===== src/rtl/md_pkg.sv =====
// -----------------------------------------------------------------------------
// md_pkg
// Shared types for the MD particle pipeline.
//   PARTICLE_ID_WIDTH : width of particle ids, cache addresses and counts
//   particle_id_t     : unsigned particle id / count
//   bcast_state_t     : home broadcast controller states
//   bcast_tag_t       : side-band tag travelling alongside a cache read
// -----------------------------------------------------------------------------
package md_pkg;

    localparam int PARTICLE_ID_WIDTH = 8;

    typedef logic [PARTICLE_ID_WIDTH-1:0] particle_id_t;

    typedef enum logic [2:0] {
        IDLE,
        CNT_WAIT,
        SWEEP,
        DRAIN,
        FINISH
    } bcast_state_t;

    // ref_id carries the reference particle id ("ref" is a reserved word).
    typedef struct packed {
        logic         valid;
        particle_id_t id;
        particle_id_t ref_id;
        logic         phase;
    } bcast_tag_t;

endpackage


===== src/rtl/home_bcast_ctrl_tag_delay.sv =====
// -----------------------------------------------------------------------------
// bcast_tag_delay
// RD_LATENCY-deep shift register of bcast_tag_t that matches the side-band tag
// to the cache read latency.
//   clk, rst_n : clock, asynchronous active-low reset
//   din        : tag registered alongside rd_en/rd_addr
//   dout       : tag aligned with the returning cache data
// -----------------------------------------------------------------------------
module bcast_tag_delay
    import md_pkg::*;
#(
    parameter int RD_LATENCY = 2
) (
    input  logic       clk,
    input  logic       rst_n,
    input  bcast_tag_t din,
    output bcast_tag_t dout
);

    bcast_tag_t stage [RD_LATENCY];

    // NOTE: this small array is reset on purpose: its valid bits must never
    // show X beats after reset. A large data memory would not be reset.
    always_ff @(posedge clk or negedge rst_n) begin
        if (!rst_n) begin
            for (int i = 0; i < RD_LATENCY; i++) stage[i] <= '0;
        end else begin
            stage[0] <= din;
            for (int i = 1; i < RD_LATENCY; i++) stage[i] <= stage[i-1];
        end
    end

    assign dout = stage[RD_LATENCY-1];

endmodule


===== src/rtl/home_bcast_ctrl.sv =====
// -----------------------------------------------------------------------------
// home_bcast_ctrl
// Sequences the home-cell cache read-out: reads the particle count word at
// address 0, then for each reference particle sweeps all home particles in
// phase 0 and again in phase 1. The side-band tag is delay-matched to the
// cache read latency so it arrives with the data.
//
// Ports:
//   clk, rst_n           clock, asynchronous active-low reset
//   start                one-cycle pulse, begins a pass (only in IDLE)
//   stall                back-pressure, freezes address issue in SWEEP
//   cnt_data             count-word bits of the cache read data
//   rd_en, rd_addr       cache read request
//   bcast_valid          data on the bus is a particle beat
//   particle_id, ref_id  tag of the beat on the bus (held when not valid)
//   phase, prev_phase    half-shell phase of the beat, and one cycle later
//   reading_particle_num count word is on the bus this cycle
//   busy, done           pass in progress / one-cycle completion pulse
//
// Optional: define HOME_BCAST_PERF_EN to add perf_cycles (busy cycles) and
// perf_stalls (stalled SWEEP cycles), both cleared on start and saturating.
// -----------------------------------------------------------------------------
module home_bcast_ctrl
    import md_pkg::*;
#(
    parameter int RD_LATENCY = 2,               // 1..4
    parameter int ADDR_WIDTH = PARTICLE_ID_WIDTH
) (
    input  logic                         clk,
    input  logic                         rst_n,
    input  logic                         start,
    input  logic                         stall,
    input  logic [PARTICLE_ID_WIDTH-1:0] cnt_data,
    output logic                         rd_en,
    output logic [ADDR_WIDTH-1:0]        rd_addr,
    output logic                         bcast_valid,
    output logic [PARTICLE_ID_WIDTH-1:0] particle_id,
    output logic [PARTICLE_ID_WIDTH-1:0] ref_id,
    output logic                         phase,
    output logic                         prev_phase,
    output logic                         reading_particle_num,
    output logic                         busy,
    output logic                         done
`ifdef HOME_BCAST_PERF_EN
    ,
    output logic [31:0]                  perf_cycles,
    output logic [31:0]                  perf_stalls
`endif
);

    localparam logic [2:0] LAT_LAST = 3'(RD_LATENCY - 1);

    bcast_state_t state;
    particle_id_t n_cnt;
    particle_id_t addr;
    particle_id_t ref_cnt;
    logic         ph;
    logic [2:0]   wait_cnt;
    bcast_tag_t   issue_tag;
    bcast_tag_t   bus_tag;

    // NOTE: all state here updates with non-blocking assignments so every
    // register samples pre-edge values regardless of statement order.
    always_ff @(posedge clk or negedge rst_n) begin
        if (!rst_n) begin
            state                <= IDLE;
            n_cnt                <= '0;
            addr                 <= '0;
            ref_cnt              <= '0;
            ph                   <= 1'b0;
            wait_cnt             <= '0;
            issue_tag            <= '0;
            rd_en                <= 1'b0;
            rd_addr              <= '0;
            reading_particle_num <= 1'b0;
            busy                 <= 1'b0;
            done                 <= 1'b0;
        end else begin
            // Pulse-type outputs; the tag fields keep their last issued value
            // so the delayed side-band holds steady between beats.
            rd_en                <= 1'b0;
            issue_tag.valid      <= 1'b0;
            reading_particle_num <= 1'b0;
            done                 <= 1'b0;

            case (state)
                IDLE: begin
                    if (start) begin
                        rd_en    <= 1'b1;
                        rd_addr  <= '0;
                        busy     <= 1'b1;
                        wait_cnt <= '0;
                        state    <= CNT_WAIT;
                    end
                end

                CNT_WAIT: begin
                    // reading_particle_num is high exactly when the count
                    // word is on the bus, so it also marks the latch cycle.
                    if (reading_particle_num) begin
                        n_cnt <= cnt_data;
                        if (cnt_data == '0) begin
                            state <= FINISH;
                        end else begin
                            ref_cnt <= particle_id_t'(1);
                            ph      <= 1'b0;
                            addr    <= particle_id_t'(1);
                            state   <= SWEEP;
                        end
                    end else if (wait_cnt == LAT_LAST) begin
                        reading_particle_num <= 1'b1;
                    end else begin
                        wait_cnt <= wait_cnt + 3'd1;
                    end
                end

                SWEEP: begin
                    if (!stall) begin
                        rd_en     <= 1'b1;
                        rd_addr   <= ADDR_WIDTH'(addr);
                        issue_tag <= bcast_tag_t'{valid: 1'b1, id: addr,
                                                  ref_id: ref_cnt, phase: ph};
                        // Equality wrap keeps arithmetic in range for N=max.
                        if (addr == n_cnt) begin
                            if (ph && (ref_cnt == n_cnt)) begin
                                wait_cnt <= '0;
                                state    <= DRAIN;
                            end else begin
                                addr <= particle_id_t'(1);
                                if (!ph) begin
                                    ph <= 1'b1;
                                end else begin
                                    ph      <= 1'b0;
                                    ref_cnt <= ref_cnt + particle_id_t'(1);
                                end
                            end
                        end else begin
                            addr <= addr + particle_id_t'(1);
                        end
                    end
                end

                DRAIN: begin
                    if (wait_cnt == LAT_LAST) state <= FINISH;
                    else                      wait_cnt <= wait_cnt + 3'd1;
                end

                FINISH: begin
                    done  <= 1'b1;
                    busy  <= 1'b0;
                    state <= IDLE;
                end

                default: state <= IDLE;
            endcase
        end
    end

    // issue_tag is aligned with rd_en; RD_LATENCY more stages align it with
    // the returning data.
    bcast_tag_delay #(.RD_LATENCY(RD_LATENCY)) u_tag_delay (
        .clk   (clk),
        .rst_n (rst_n),
        .din   (issue_tag),
        .dout  (bus_tag)
    );

    assign bcast_valid = bus_tag.valid;
    assign particle_id = bus_tag.id;
    assign ref_id      = bus_tag.ref_id;
    assign phase       = bus_tag.phase;

    always_ff @(posedge clk or negedge rst_n) begin
        if (!rst_n) prev_phase <= 1'b0;
        else        prev_phase <= phase;
    end

`ifdef HOME_BCAST_PERF_EN
    always_ff @(posedge clk or negedge rst_n) begin
        if (!rst_n) begin
            perf_cycles <= '0;
            perf_stalls <= '0;
        end else if ((state == IDLE) && start) begin
            perf_cycles <= '0;
            perf_stalls <= '0;
        end else begin
            if (busy && (perf_cycles != '1))
                perf_cycles <= perf_cycles + 32'd1;
            if ((state == SWEEP) && stall && (perf_stalls != '1))
                perf_stalls <= perf_stalls + 32'd1;
        end
    end
`endif

endmodule


===== config.mk =====
export PLATFORM = sky130hd
export DESIGN_NAME = home_bcast_ctrl
export DESIGN_NICKNAME = d
export VERILOG_FILES = /design/src/rtl/md_pkg.sv /design/src/rtl/home_bcast_ctrl_tag_delay.sv /design/src/rtl/home_bcast_ctrl.sv
export SDC_FILE = /design/constraint.sdc
export NUM_CORES = 1
export LEC_CHECK = 0
export CORE_ASPECT_RATIO = 0.8
export CORE_MARGIN = 2
export CORE_UTILIZATION = 60
export DETAILED_ROUTE_END_ITERATION = 12
export PLACE_DENSITY = 0.8
export SLEW_MARGIN = 20
export SYNTH_ARGS = -nofsm -noshare
export SYNTH_HDL_FRONTEND = slang
export SYNTH_SLANG_ARGS = --single-unit

===== constraint.sdc =====
create_clock -name clk -period 4.8 [get_ports clk]
set_input_delay 0.72 -clock clk [delete_from_list [all_inputs] [get_ports clk]]
set_output_delay 0.72 -clock clk [all_outputs]
set_load 0.02 [all_outputs]

==> impl_results.md <==
* Status: completed
* Fin. Hold Viols at 0
* Post-DP HPWL at 4.705 mm
* Post-CTS setup buffers at 0
* TritonCTS buffer count at 9
* GRT Resource Usage Total at 20.82%
* H-tree lvl count at 3
* Layout area overhead at 13.95%
* Antenna violations before repair at 0
* Io pins at 43
* Unrepaired setup endpoints after global routing: no
* Post-Route WL at 6.619 mm
* Seq cells post-synth at slightly below 100
* Top-area cell type share of the netlist area at between 60% and 70%
* Final min period at 2545 ps
* Synthesis warning total at 0
* Count leader, synth: dfrtp_1
* Worst relative slew slack at 37.46%
* Final Skew at 3.508 ps
* Most used DFF post-synth: dfrtp_1
* Clock latency on the worst-skew pair at 360 ps
* Post-synthesis xor/xnor area fraction at under 10%
* # fillers at just under 500
* Delay of the slowest critical-path stage at 500 ps
* Final setup violating endpoints at 0
* Initial Utilization at 62.19%
* Largest cells by area after synthesis: dfrtp_1 (62%), mux2_2 (7.1%), buf_4 (3.4%)
* Vias per cell at 5.627
* Die footprint at 0.007279 mm²
* Largest net degree at the start of global routing at 64
* Multi-input logic area at 0.001300 mm²
* Mapped cell area at 0.003965 mm²
* Power Density at 555.9 mW/mm²
* Port bufs at 42
* Syn_nets at 326
* Post-cts gate resize count at 0
* DR vias at 2414
* Placer Congestion at 0.8742
* Reg clk slew, reported paths at 90 ps
* Compound-cell area share of the yosys netlist at between 10% and 20%
* Sequential fraction of the synthesis area at between 60% and 70%
* Die extent in x at 94.89 µm
* Post-synth EDFFs at 0
* Worst EP arrival at 2830 ps
* Crit-path cells: clkdlybuf4s50_1 > nor2b_1 > and2_1 > o21ai_1 > a2111o_1 > or3_1 > a21oi_1
* Worst-margin pin slew at between 900 and 1000 ps
* First-pass GRT wire length at 11.61 mm
* Slew Limit Fails at 0
* Fin crit share at 53.03%
* Max-cap viol count at 0
* Post-route insts no fill at 429
* CP Launch Type: input pin
* Critical path type: in -> reg
* Most common library cells after synthesis: dfrtp_1 (98), mux2_2 (25), buf_4 (18), o21ai_0 (18), nor2_1 (17)
* GRT overflow at 0
* Worst Path Max Fanout at 12
* Worst path top cell family by delay: simple AND/OR/NAND/NOR gates
* Adder-Cell Fraction of Synth Area at ~1.3%
* Largest family of logic cells by synthesized area: compound AO/OA/AOI/OAI gates
* Core footprint at 0.006376 mm²
* Row cnt at 26
* CTS tree: done
* Netlist cell types at 52
* Root buffer cell: clkbuf_8
* Vias in the first global route at between 2000 and 2500
* Share of cells above drive strength 1 at 16.23%
* Crit-path slowest cell: and2_1
* Fraction of registers with async set/reset at 100.0%
* Post-Place Cells at 413
* FF-to-FF path depth at 6
* Sink Count at 98
* VDD IR-drop max at 333.6 µV
* NumNets Final at between 300 and 400
* Hold Path Class: reg -> reg
* Post-Route Setup TNS at 0 ps
* Wirelength per Cell at 15.43 µm
* Mux contribution to synthesized area at about 7.4%
* Number of cells on the critical path at 7
* Antenna viol nets, final at 0
* 1st-iter DRT viols at roughly 110
* Gate Count Post-Synth at 310
* Worst Setup End Kind: flip-flop
* Worst path required time at around 5100 ps
* Syn avg cell area at 12.79 µm²
* Register area at 0.002452 mm²
* Fmax at a little under 400 MHz
* Antenna diode count at 0
* LEAKAGE at 2.023 nW
* Die Y at 76.71 µm
* Drt pass-1 iters at 4
* Simple-gate share of the synthesized area at 9.940%
* Placed Area at 0.004317 mm²
* Drt drc at 0
* Hold depth at 0
* Design area at around 0.0045 mm²
* Worst Path Buf+Inv at 1
* Cell taking the most area after synthesis: dfrtp_1
* Cts hold-fix bufs at 0
* Bufs on Longest Clock Path at 2
-- worst register-to-register path, stage by stage, from the launching register on --
cell,delay (ps)
dfrtp_1,550
nor2b_1,240
and2_1,500
o21ai_1,140
a2111o_1,430
or3_1,320
a21oi_1,150
-- state kept, by name, indices dropped and copies added (netlist names) --
signal	count
reading_particle_num	1
rd_en	1
n_cnt	8
u_tag_delay.stage	18
prev_phase	1
state	3
wait_cnt	3
u_tag_delay.dout	18
busy	1
done	1
rd_addr	8
ref_cnt	8
addr	8
issue_tag	18
ph	1
-- area by class of cell --
cell class,count,share of cell area (%)
Timing Repair Buffer,44,9.582
Multi-Input combinational cell,180,28.77
Clock inverter,6,1.634
Inverter,7,0.5816
Tap cell,84,2.326
Clock buffer,10,2.825
Sequential cell,98,54.28
-- per-stage QoR --
stage / worst slack (ps) / hold slack, ps / utilization (%) / power [mW]
after floorplan: 2512 / 331.2 / - / 1.782
after global placement: 1947 / 331.5 / 67.70 / 1.963
after detailed placement: 1877 / 334.7 / 67.70 / 1.997
after CTS: 2262 / 353.3 / 70.86 / 2.528
after global routing: 2115 / 352.6 / 70.86 / 2.672
final: 2255 / 353.4 / 70.86 / 2.512
-- where the power goes --
part	switching, mW	internal (mW)	leakage [nW]	total [mW]
Sequential	0.195	1.05	1.28	1.25
Combinational	0.377	0.357	0.646	0.734
Clock	0.284	0.248	0.0954	0.532
Total	0.856	1.66	2.02	2.51
-- cell usage in the layout (no fill, tap or decap), drive strengths merged, types with 3 or more instances in the layout --
cell           Yosys  layout
clkdlybuf4s50      0      41
o21ai             23      23
nand2b             3       3
xnor2              8       8
a211oi             3       3
ha                 4       4
xor2               8       8
nor2              19      19
buf               25       3
a22o               8       8
clkbuf             0      10
inv                7      10
a31o               3       3
mux2              25      25
dfrtp             98      98
and3               5       5
nand2             11      11
a21oi             11      11
nor3               3       3
o21a               3       3
nor4               3       3
nand4              3       3
or3                5       5
nand3              8       8
-- cells by family (layout without fill, tap and decap cells) --
kind of cell	after synthesis	count (layout)
xor+xnor	16	16
buf+inv	32	67
flops	98	98
fa+ha+maj	4	4
simple gates	72	72
mux	26	26
compound gates	62	62
-- per-layer routing --
layer	vias to the layer above	wire (µm)	share of wire, %	GRT usage [%]
met1	1179	3103	47	31.32
met5	-	0	0	0
met2	75	2948	45	29.01
met3	17	425	6.4	6.680
li1	1143	-	-	-
met4	0	142	2.1	6.812
-- final timing paths --
check / start / endpoint / slack, ps
max: stall / ref_cnt[6]$_DFFE_PN0P_ / 2250
min: u_tag_delay.stage[18]$_DFF_PN0_ / u_tag_delay.dout[0]$_DFF_PN0_ / 350
max reg2reg: state[1]$_DFFE_PN0P_ / ref_cnt[6]$_DFFE_PN0P_ / 2400
min reg2reg: u_tag_delay.stage[18]$_DFF_PN0_ / u_tag_delay.dout[0]$_DFF_PN0_ / 350
max in group asynchronous: rst_n / u_tag_delay.dout[9]$_DFF_PN0_ / 3430
min in group asynchronous: rst_n / busy$_DFFE_PN0P_ / 420
Note: power is estimated with default switching activity, not from simulation.
